## config.mk

```make
export PLATFORM = sky130hd
export DESIGN_NAME = mem_port_arbiter
export DESIGN_NICKNAME = d
export VERILOG_FILES = /design/src/rtl/mem_port_arbiter.sv
export SDC_FILE = /design/constraint.sdc
export NUM_CORES = 1
export LEC_CHECK = 0
export ABC_CLOCK_PERIOD_IN_PS = 1620
export CORE_AREA = 2 2 209 211
export CTS_BUF_LIST = sky130_fd_sc_hd__clkbuf_8
export DETAILED_ROUTE_END_ITERATION = 8
export DIE_AREA = 0 0 211 213
export DONT_BUFFER_PORTS = 1
export GPL_ROUTABILITY_DRIVEN = 0
export HOLD_SLACK_MARGIN = 0.08
export SLEW_MARGIN = 40
export SYNTH_ARGS = -nofsm -noshare
export SYNTH_HDL_FRONTEND = slang
export SYNTH_SLANG_ARGS = --single-unit
```

## constraint.sdc

```tcl
create_clock -name clk -period 1.62 [get_ports clk]
set_input_delay 0.243 -clock clk [delete_from_list [all_inputs] [get_ports clk]]
set_output_delay 0.243 -clock clk [all_outputs]
set_load 0.01 [all_outputs]
```

## src/rtl/mem_port_arbiter.sv

```systemverilog
`default_nettype none
// ============================================================================
// Module      : mem_port_arbiter
// Description : Shares one unified memory bus between the instruction-fetch
//               (IF) port and the load/store (MEM) port of the pipeline.
//               Each transaction runs IDLE -> BUSY_x -> RESP. When both ports
//               are pending, the one not granted last time wins. Read data is
//               returned to the winning port and the pipeline stall is derived
//               from outstanding requests.
// Ports       : clk, rst            - clock, synchronous active-high reset
//               if_req/if_addr      - fetch request (held until if_valid)
//               if_rdata/if_valid   - fetched word, one-cycle completion pulse
//               mem_req/mem_we/mem_addr/mem_wdata/mem_wmask - load/store request
//               mem_rdata/mem_valid - load data, one-cycle completion pulse
//               pipe_stall          - combinational pipeline stall
//               bus_req/bus_we/bus_addr/bus_wdata/bus_wmask - registered bus
//               bus_ack/bus_rdata   - slave completion and read data
//               timeout_err         - sticky bus-timeout flag
// Options     : MEM_PORT_ARBITER_TIMEOUT_EN builds the bus-wait watchdog;
//               without it BUSY waits indefinitely and timeout_err is 0.
// Revision    : 1.0 - initial release
// ============================================================================
module mem_port_arbiter #(
  parameter int ADDR_W         = 64,
  parameter int DATA_W         = 64,
  parameter int TIMEOUT_CYCLES = 255
) (
  input  logic                clk,
  input  logic                rst,
  input  logic                if_req,
  input  logic [ADDR_W-1:0]   if_addr,
  output logic [DATA_W-1:0]   if_rdata,
  output logic                if_valid,
  input  logic                mem_req,
  input  logic                mem_we,
  input  logic [ADDR_W-1:0]   mem_addr,
  input  logic [DATA_W-1:0]   mem_wdata,
  input  logic [DATA_W/8-1:0] mem_wmask,
  output logic [DATA_W-1:0]   mem_rdata,
  output logic                mem_valid,
  output logic                pipe_stall,
  output logic                bus_req,
  output logic                bus_we,
  output logic [ADDR_W-1:0]   bus_addr,
  output logic [DATA_W-1:0]   bus_wdata,
  output logic [DATA_W/8-1:0] bus_wmask,
  input  logic                bus_ack,
  input  logic [DATA_W-1:0]   bus_rdata,
  output logic                timeout_err
);

  localparam logic [1:0] S_IDLE     = 2'd0;
  localparam logic [1:0] S_BUSY_IF  = 2'd1;
  localparam logic [1:0] S_BUSY_MEM = 2'd2;
  localparam logic [1:0] S_RESP     = 2'd3;

  logic [1:0] state;
  // Port owning the current/last transaction: 1 = MEM, 0 = IF. It doubles as
  // the round-robin history and as the selector for the RESP valid pulse.
  logic       last_grant_mem;

  logic busy;
  logic grant_mem;
  logic grant_if;
  logic tmo_hit;

  assign busy = (state == S_BUSY_IF) || (state == S_BUSY_MEM);

  // With both ports pending, MEM wins unless it was the previous owner.
  assign grant_mem = mem_req & (~if_req | ~last_grant_mem);
  assign grant_if  = if_req & ~grant_mem;

  assign if_valid   = (state == S_RESP) & ~last_grant_mem;
  assign mem_valid  = (state == S_RESP) &  last_grant_mem;
  assign pipe_stall = (if_req & ~if_valid) | (mem_req & ~mem_valid);

`ifdef MEM_PORT_ARBITER_TIMEOUT_EN
  localparam int CNT_W = (TIMEOUT_CYCLES < 256) ? 8 : 16;
  localparam logic [CNT_W-1:0] TMO_LAST = CNT_W'(TIMEOUT_CYCLES - 1);

  logic [CNT_W-1:0] tmo_cnt;

  // The counter holds the number of completed ack-less busy cycles, so the
  // limit is reached on the busy cycle where it equals TIMEOUT_CYCLES-1.
  assign tmo_hit = busy & ~bus_ack & (tmo_cnt == TMO_LAST);

  always_ff @(posedge clk) begin
    if (rst) begin
      tmo_cnt     <= '0;
      timeout_err <= 1'b0;
    end else begin
      if (!busy) begin
        tmo_cnt <= '0;
      end else if (!bus_ack) begin
        tmo_cnt <= tmo_cnt + 1'b1;
      end
      if (tmo_hit) begin
        timeout_err <= 1'b1;
      end
    end
  end
`else
  assign tmo_hit     = 1'b0;
  assign timeout_err = 1'b0;
`endif

  always_ff @(posedge clk) begin
    if (rst) begin
      state          <= S_IDLE;
      last_grant_mem <= 1'b0;
      bus_req        <= 1'b0;
      bus_we         <= 1'b0;
      bus_addr       <= '0;
      bus_wdata      <= '0;
      bus_wmask      <= '0;
      if_rdata       <= '0;
      mem_rdata      <= '0;
    end else begin
      case (state)
        S_IDLE: begin
          if (grant_mem) begin
            bus_req        <= 1'b1;
            bus_we         <= mem_we;
            bus_addr       <= mem_addr;
            bus_wdata      <= mem_wdata;
            bus_wmask      <= mem_wmask;
            last_grant_mem <= 1'b1;
            state          <= S_BUSY_MEM;
          end else if (grant_if) begin
            bus_req        <= 1'b1;
            bus_we         <= 1'b0;
            bus_addr       <= if_addr;
            bus_wdata      <= '0;
            bus_wmask      <= '0;
            last_grant_mem <= 1'b0;
            state          <= S_BUSY_IF;
          end
        end
        S_BUSY_IF, S_BUSY_MEM: begin
          if (bus_ack) begin
            bus_req <= 1'b0;
            state   <= S_RESP;
            // Stores leave the port's read data untouched.
            if (!bus_we) begin
              if (last_grant_mem) begin
                mem_rdata <= bus_rdata;
              end else begin
                if_rdata <= bus_rdata;
              end
            end
          end else if (tmo_hit) begin
            // Abandoned transaction completes with zero data.
            bus_req <= 1'b0;
            state   <= S_RESP;
            if (last_grant_mem) begin
              mem_rdata <= '0;
            end else begin
              if_rdata <= '0;
            end
          end
        end
        S_RESP: begin
          state <= S_IDLE;
        end
        default: begin
          state <= S_IDLE;
        end
      endcase
    end
  end

endmodule
`default_nettype wire

```

**Word level (Yosys, flattened, before mapping)**

Cells that the tools add are included.

- Add/sub/neg operators: 0
- $mul: 0
- Div/mod/pow operators: 0
- Order comparisons: 0
- Equal/unequal tests: 5
- Shift operators: 0
- Muxes and demuxes: 17
- Bitwise logic cells: 14
- Reductions and logical operators: 9

Operator list:

| cell | number |
|---|---|
| $mux W64 | 4 |
| $mux W8 | 2 |
| $reduce_and A4 Y1 | 2 |
| $and A1 B1 Y1 | 6 |
| $mux W1 | 6 |
| $mux W2 | 3 |
| $not A1 Y1 | 6 |
| $pmux W2 S3 | 1 |
| $eq A2 B2 Y1 const B | 2 |
| $reduce_and A2 Y1 | 2 |
| $reduce_bool A2 Y1 | 2 |
| $ne A3 B3 Y1 const B | 1 |
| $reduce_and A3 Y1 | 1 |
| $eq A2 B1 Y1 const B | 1 |
| $logic_not A2 Y1 | 1 |
| $ne A2 B2 Y1 const B | 1 |
| $or A1 B1 Y1 | 2 |
| $pmux W1 S2 | 1 |
| $reduce_or A2 Y1 | 1 |

- Flip-flop bits (word level): 269
- Latch bits: 0
- RAM bits: 0
- ROM bits: 0
- Input bits: 270
- Output and inout bits: 270
- Logic and storage cells: 54
- Memories kept: 0

**Depth between registers and ports, before layout**

Gate-level depths: netlist of run 1.

- Depth in word-level cells: 8
- Gate-level depth with buffers: 7
- Mapped depth without buffers: 5

**Least setup slack after synthesis of run 1**

No wires, ideal clock.

- Path kind: register to register
- Start point: register state[0]
- End point: register if_rdata[21]
- Setup time: 0.071 ns
- Arrival time: 1.475 ns
- Data required time: 1.549 ns
- Setup slack: 0.074 ns
- Stages on the path, launching flop included: 8
- Path buffers: 2
- Period minus slack after synthesis: 1.546 ns
- Cells stage by stage: dfxtp_1 inv_1 ha_1 nand4bb_1 buf_2 clkbuf_1 nand2_1 a21oi_1

- Cells in the longest elaborated chain, start to end: 3
- Elaborated cells on any way between the ends: 4
- Classes of those cells: eq/ne: 2; reduce/logical: 2

Ends and longest elaborated chain:

| what | line | text |
|---|---|---|
| start: declaration | 57 | `logic [1:0] state;` |
| start signal: assignment | 109 | `state <= S_IDLE;` |
| start signal: assignment | 128 | `state <= S_BUSY_MEM;` |
| start signal: assignment | 136 | `state <= S_BUSY_IF;` |
| $eq A2 B1 Y1 / $eq A2 B2 Y1 (equally long branches) | 119 | `case (state)` |
| $reduce_or A2 Y1 * | 119 |  |
| $reduce_and A4 Y1 (no line) * | - |  |
| end signal: assignment | 148 | `if_rdata <= bus_rdata;` |
| end: declaration | 32 | `output logic [DATA_W-1:0] if_rdata,` |

Mark *: on every way between the ends. The rest lies on a longest branch, timed or not.
A chain may end at the register's enable or synchronous reset.

**Worst setup path in the final report of run 1**

- Start point: register state[0]
- End point: register if_rdata[47]

Same word-level chain as after synthesis.

==> results of run 1 <==
-- routing by layer --
| metal | track usage (%) | wire, um | part of all wire [%] | up-vias |
|---|---|---|---|---|
| met3 | 5.074 | 3383 | 9.2 | 90 |
| li1 | - | - | - | 4121 |
| met4 | 6.557 | 1260 | 3.4 | 0 |
| met1 | 14.81 | 13780 | 38 | 4236 |
| met2 | 24.67 | 18280 | 50 | 490 |
| met5 | 0 | 0 | 0 | - |
-- registers in the layout (all words and copies together), names as in the netlist, 2 cells and up --
signal     cells
mem_rdata     64
bus_wdata     64
if_rdata      64
bus_addr      64
state          2
bus_wmask      8
-- what timing repair did --
action | CTS | global route
setup buffers | 3 | 13
endpoints found under the hold margin | 269 | 195
pin swaps | 5 | 14
hold buffers | 136 | 1
endpoints found under the setup margin | 219 | 229
cloned | 2 | 15
resized for setup | 18 | 54
-- worst max-delay path, cell delays in order (launching register included) --
cell and delay, ns:
dfxtp_2 0.36, inv_1 0.09, ha_4 0.31, and4bb_4 0.28, buf_12 0.14, clkbuf_16 0.17, nand2_1 0.06, a21oi_1 0.17
-- power by group through the flow --
stage / logic, mW / registers [mW] / clock network [mW]
finish: 6.24 / 9.82 / 6.17
global placement: 4.17 / 9.90 / 0
CTS: 5.01 / 9.79 / 6.33
global route: 6.77 / 9.94 / 6.64
floorplan: 3.32 / 9.35 / 0
detailed placement: 4.34 / 9.88 / 0
-- path summary, 6_finish.rpt --
check / slack [ns] / start / cells after the start / end
worst max-delay path: -0.09 / state[0]$_SDFFE_PP0P_ / 7 / if_rdata[47]$_SDFFE_PP0P_
worst min-delay path: -0.23 / rst / 1 / bus_addr[48]$_SDFFE_PP0P_
worst max register to register: -0.09 / state[0]$_SDFFE_PP0P_ / 7 / if_rdata[47]$_SDFFE_PP0P_
worst min register to register: 0.50 / if_rdata[2]$_SDFFE_PP0P_ / 2 / if_rdata[2]$_SDFFE_PP0P_
-- per-stage QoR --
step | utilization, % | cells
floorplan | - | 1114
global placement | 24.28 | 1602
detailed placement | 24.28 | 1602
CTS | 29.97 | 1821
global route | 31.63 | 1849
finish | 31.64 | 1850
-- cell usage after synthesis --
library cell  count  area, um2
o41ai_1           1      8.760
a211oi_2          1      12.51
ha_1              3      37.54
and4bb_2          1      12.51
o21a_2            1      8.760
a21bo_2           2      20.02
and2_4            1      8.760
nand4bb_1         1      11.26
buf_4            10      75.07
buf_1             1      3.750
a211oi_1          1      7.510
o211a_1           1      10.01
nand2b_1          1      6.260
a22o_1           40      350.3
nor2_1           66      247.7
and4b_1           1      10.01
nor2_2            1      6.260
buf_2            27      135.1
dfxtp_1         269       5385
a22o_2           33      330.3
inv_1             5      18.77
nand2_1         387       1453
conb_1            1      3.750
a21oi_1         132      660.6
or3b_2            1      8.760
a21boi_1          1      7.510
clkbuf_1         41      153.9
buf_6            15      168.9
nor3_4            1      16.27
a311oi_1         65      569.3
nand4b_1          1      8.760
a211o_1           1      8.760
nor2b_1           1      6.260
-- cells in the final DEF, fill, tap and decap left out, types with 3 or more instances in the layout --
master	netlist	routed
buf_12	0	21
buf_6	15	8
a22o_2	33	33
a22o_1	40	40
clkbuf_8	0	55
dfxtp_1	269	266
a21oi_2	0	14
nand2_1	387	386
a21oi_1	132	117
nor2_1	66	66
clkbuf_16	0	12
a311oi_2	0	13
clkinv_2	0	6
buf_8	0	3
inv_1	5	17
a311oi_1	65	52
dfxtp_2	0	3
dlygate4sd3_1	0	137
buf_4	10	22
-- cells by family (layout without fill, tap and decap cells) --
group / Yosys count / in the layout / share of synthesized area [%]
compound gates: 279 / 280 / 20.41
fa+ha+maj: 3 / 3 / 0.3842
buf+inv: 99 / 287 / 5.685
flops: 269 / 269 / 55.11
other cells: 1 / 2 / 0.03838
simple gates: 463 / 463 / 18.37
-- area by class of cell --
class,count,area share [%]
diodes,1,0.01853
clock buffers,55,5.604
clock inverters,23,1.149
inverters,5,0.1389
multi-input cells,747,30.22
flip-flops and latches,269,39.89
well taps,546,5.057
repair buffers,204,17.91
==> metrics.txt, run 1 <==
worst-margin pin slew=0.8228 ns; Starting DRT DRC Count=717; final clock period utilization by the worst path=105.8%; Hold WS=-0.2316 ns; CTS root buffer=clkbuf_8; Crit path arrival time=2.18 ns; Total GRT Usage=13.97%; failing checks=hold timing, setup timing; CP endpoint kind=register; Reg power frac=44.2%; minimum clock period=1.713 ns; Die ar.=44940 um2; RSZ-0062 raised after global routing=true; Die Height=213 um; Top-Level Pins=540; Total Power=22.23 mW; Clock Skew=0.03410 ns; Worst EP required=2.09 ns; Num Clock Sinks=269; TritonCTS buffer count=45; Cell Rows=76; fill cell count=4296; antenna viol nets, final=0; largest net degree at the start of global routing=200; Syn Inst Count=1114; worst skew pair latency=0.59 ns; detailed-route DRC error count=0; sequential cell area fraction in the yosys report=55.11%; Comb power frac=28.1%; final hold violation count=70; Placed Area=10370 um2; core area=42700 um2; number of synthesis warnings=0; Slew Limit Fails=0; Die Wd=211 um; Clk pwr share=27.8%; Seq cells post-synth=269; synthesized area=9772 um2; min-delay worst type=in2reg; TritonCTS clock tree=built; Net Switching=7.783 mW; distinct cell type count after synthesis=33; via/cell ratio=4.831; post-DP HPWL=22370 um; Detailed Route WL=36710 um; H-tree Lvls=2; status=complete, but fails checks; max capacitance violation total=0; Rel. slew slack=45.14%; fin area=13510 um2; Final WS setup=-0.09328 ns; first-pass GRT wire length=49070 um; final setup vio count=100; Starting Density=22.89%; fraction of layout cells with a size suffix above 1=16.50%; fin nets=1545; sw frac=35.01%; Worst Setup Path Type=reg2reg; WL per Instance=19.84 um; number of global-route vias before repair=8548; vias=8937; Cell Pwr Density=1646 nW/um2; GRT overflow=0; IO Port Bufs=0; Setup TNS=-2.006 ns; Max IR drop VDD=0.8301 mV; Synth Net Count=1387; Avg Synthesized Cell Area=8.772 um2; internal power=14.45 mW; Post-Place Worst Slack=-0.09870 ns; CTS max path bufs=3; Startpoint Class=register; Seq. cell area=5389 um2; Multi-input gate area=4083 um2; Synth-to-Final Area Change=38.23%; CTS clk-pin slew, worst paths=0.06 ns; number of antenna violations at the first check in global routing=0; fmax=583.7 MHz; drt pass-1 iters=6; Leak=5.014 nW; Max FO, Critical Path=12
No activity file was read; power rests on OpenSTA's default activity.
==> run 2: changes to the inputs <==
- CORE_AREA: 2 2 209 211 -> 2 2 210 212
- DIE_AREA: 0 0 211 213 -> 0 0 212 214
==> run 2 against run 1 <==
Compared with the run above:
- the flow still finishes with violations (hold timing, setup timing)
- final cell count rose by 1.5%
- worst hold slack got worse by 0.021 ns
- clock power rose by 5.0%
- flip-flop and latch count did not move
- combinational power fell by 9.3%
- setup slack got worse by 0.11 ns
- via count fell by 1.6%
- core utilization fell by 0.83 points
- fmax fell by 6.2%
- power fell by 1.4%
- non-clock buffer count fell by 19
- sequential power fell by 0.4%
==> metrics.txt, run 2 (synthesis gave the netlist of run 1 again) <==
status=complete, but fails checks; failing checks=hold timing, setup timing; fin cells=1877 (+1.5%); Leak=4.923 nW (-1.8%); H-tree Lvls=2 (unchanged); post-DP HPWL=22650 um (+1.2%); antenna viol nets, final=0 (unchanged); Worst EP required=1.38 ns (-0.71 ns); drt pass-1 iters=5 (-1); DRT met1 WL=13060 um (-5.2%); Seq. cell area=5389 um2 (unchanged); Crit path largest cell delay=0.32 ns (-0.04 ns); CP endpoint kind=primary output; length of routed met3 wiring=3441 um (+1.7%); max capacitance violation total=0 (unchanged); Max IR drop VDD=0.9580 mV (+15%); Worst Setup Path Type=reg2out; final clock period utilization by the worst path=112.8% (+7.0 points); crit-path cells=buf_6 -> ha_4 -> nor2b_4 -> a21oi_2 -> buf_6; RSZ-0062 raised after global routing=true; number of global-route vias before repair=8580 (+0.37%); Cell Pwr Density=1659 nW/um2 (+0.78%); first-pass GRT wire length=49970 um (+1.8%); Post-Place Worst Slack=-0.09901 ns (-0.0003080 ns); IO Port Bufs=0 (unchanged); Die Wd=212 um (+0.47%); Top-Level Pins=540 (unchanged); GRT overflow=0 (unchanged); Num Clock Sinks=269 (unchanged); Starting Density=22.79% (-0.10 points); CP max stage cell=dfxtp_2; fin area=13210 um2 (-2.2%); worst skew pair latency=0.60 ns (about the same); detailed-route DRC error count=0 (unchanged); Setup TNS=-0.4023 ns (+1.604 ns); largest net degree at the start of global routing=200 (unchanged); Multi-input gate area=3954 um2 (-3.2%); Slew Limit Fails=0 (unchanged); Synth-to-Final Area Change=35.21%; minimum clock period=1.827 ns (+0.1137 ns); most common cell after layout, fill and taps aside=nand2_1; Cell Rows=76 (unchanged); min-delay worst type=in2reg; Placed Area=10470 um2 (+1.0%); final setup vio count=13 (-87%); WL met2=17240 um (-5.7%); Total GRT Usage=14.06% (+0.087 points); number of antenna violations at the first check in global routing=1 (+1); Max FO, Critical Path=2 (-10); TritonCTS buffer count=47 (+4.4%); Starting DRT DRC Count=685 (-4.5%); core area=42890 um2 (+0.45%); CP delay by family, top=flip-flops; Clock Skew=0.02386 ns (-0.01024 ns); Die ar.=45370 um2 (+0.95%); Most common cell on crit path=buf_6; via/cell ratio=4.686 (-3.0%); CTS max path bufs=3 (unchanged); dpl cells=1640 (+2.4%); Hold WS=-0.2527 ns (-0.02111 ns); fmax=547.4 MHz (-6.2%); most frequent cells in the layout=nand2_1 (386), dfxtp_1 (266), dlygate4sd3_1 (138); final hold violation count=93 (+33%); Startpoint Class=register; Rel. slew slack=58.85% (+14 points); CTS root buffer=clkbuf_8; buffers plus inverters on the worst setup path=2 (-1); WL per Instance=18.57 um (-6.4%); CTS clk-pin slew, worst paths=0.06 ns (about the same); fraction of layout cells with a size suffix above 1=13.65% (-2.8 points); Die Height=214 um (+0.47%); top sig layer=met4; vias=8795 (-1.6%); Detailed Route WL=34850 um (-5.1%); Final WS setup=-0.2069 ns (-0.1137 ns); fill cell count=4386 (+2.1%); fin nets=1527 (-1.2%); TritonCTS clock tree=built; worst-margin pin slew=0.6172 ns (-0.2056 ns); Crit path arrival time=1.58 ns (-0.60 ns)
run 2: cell types whose count changed in the layout (fill, tap and decap cells not counted), sizes merged, moves of 2 or more:
| cell | before | now |
|---|---|---|
| inv | 19 | 23 |
| bufbuf | 0 | 2 |
| diode | 1 | 3 |
| buf | 55 | 42 |
| clkbuf | 67 | 59 |
run 2: layout make-up:
| type | count | share of cell area [%] |
|---|---|---|
| diodes | 3 | 0.05682 |
| inverters | 5 | 0.1420 |
| clock inverters | 28 | 1.544 |
| well taps | 585 | 5.540 |
| multi-input cells | 746 | 29.92 |
| repair buffers | 185 | 16.17 |
| clock buffers | 56 | 5.833 |
| flip-flops and latches | 269 | 40.79 |
run 2: power by group:
group | total [mW] | internal, mW | switching, mW
Combinational | 5.66 | 2.78 | 2.88
Sequential | 9.78 | 7.98 | 1.79
Clock | 6.48 | 3.62 | 2.86
run 2: path summary, 6_finish.rpt:
kind	start	end	slack [ns]	cells past startpoint
worst max-delay path	state[0]$_SDFFE_PP0P_	pipe_stall	-0.21	5
worst min-delay path	rst	bus_addr[47]$_SDFFE_PP0P_	-0.25	1
worst max register to register	state[0]$_SDFFE_PP0P_	bus_wdata[29]$_SDFFE_PP0P_	-0.03	8
worst min register to register	if_rdata[10]$_SDFFE_PP0P_	if_rdata[10]$_SDFFE_PP0P_	0.50	2
run 2: worst register-to-register path: stages, from the launching register on:
cell	delay, ns
dfxtp_2	0.33
inv_1	0.07
ha_4	0.19
o21a_4	0.15
buf_4	0.15
nor2_4	0.17
buf_12	0.22
buf_4	0.17
a22o_1	0.12
run 2: routing by layer:
| metal | track usage (%) | vias up |
|---|---|---|
| met1 | 15.05 | 4134 |
| li1 | - | 4084 |
| met2 | 24.67 | 492 |
| met5 | 0 | - |
| met4 | 5.657 | 0 |
| met3 | 5.380 | 85 |
run 2: through the flow:
stage / utilization (%) / power [mW]
floorplan: - / 12.67
global placement: 24.41 / 14.08
detailed placement: 24.41 / 14.24
CTS: 30.23 / 21.80
global route: 30.80 / 23.10
finish: 30.81 / 21.92
run 2: what timing repair did:
item	4_1_cts	5_1_grt
setup buffers	5	2
gates resized for setup	20	15
endpoints found under the hold margin	269	195
hold buffers	127	11
gates cloned	3	2
pin swaps	5	14
endpoints found under the setup margin	118	122
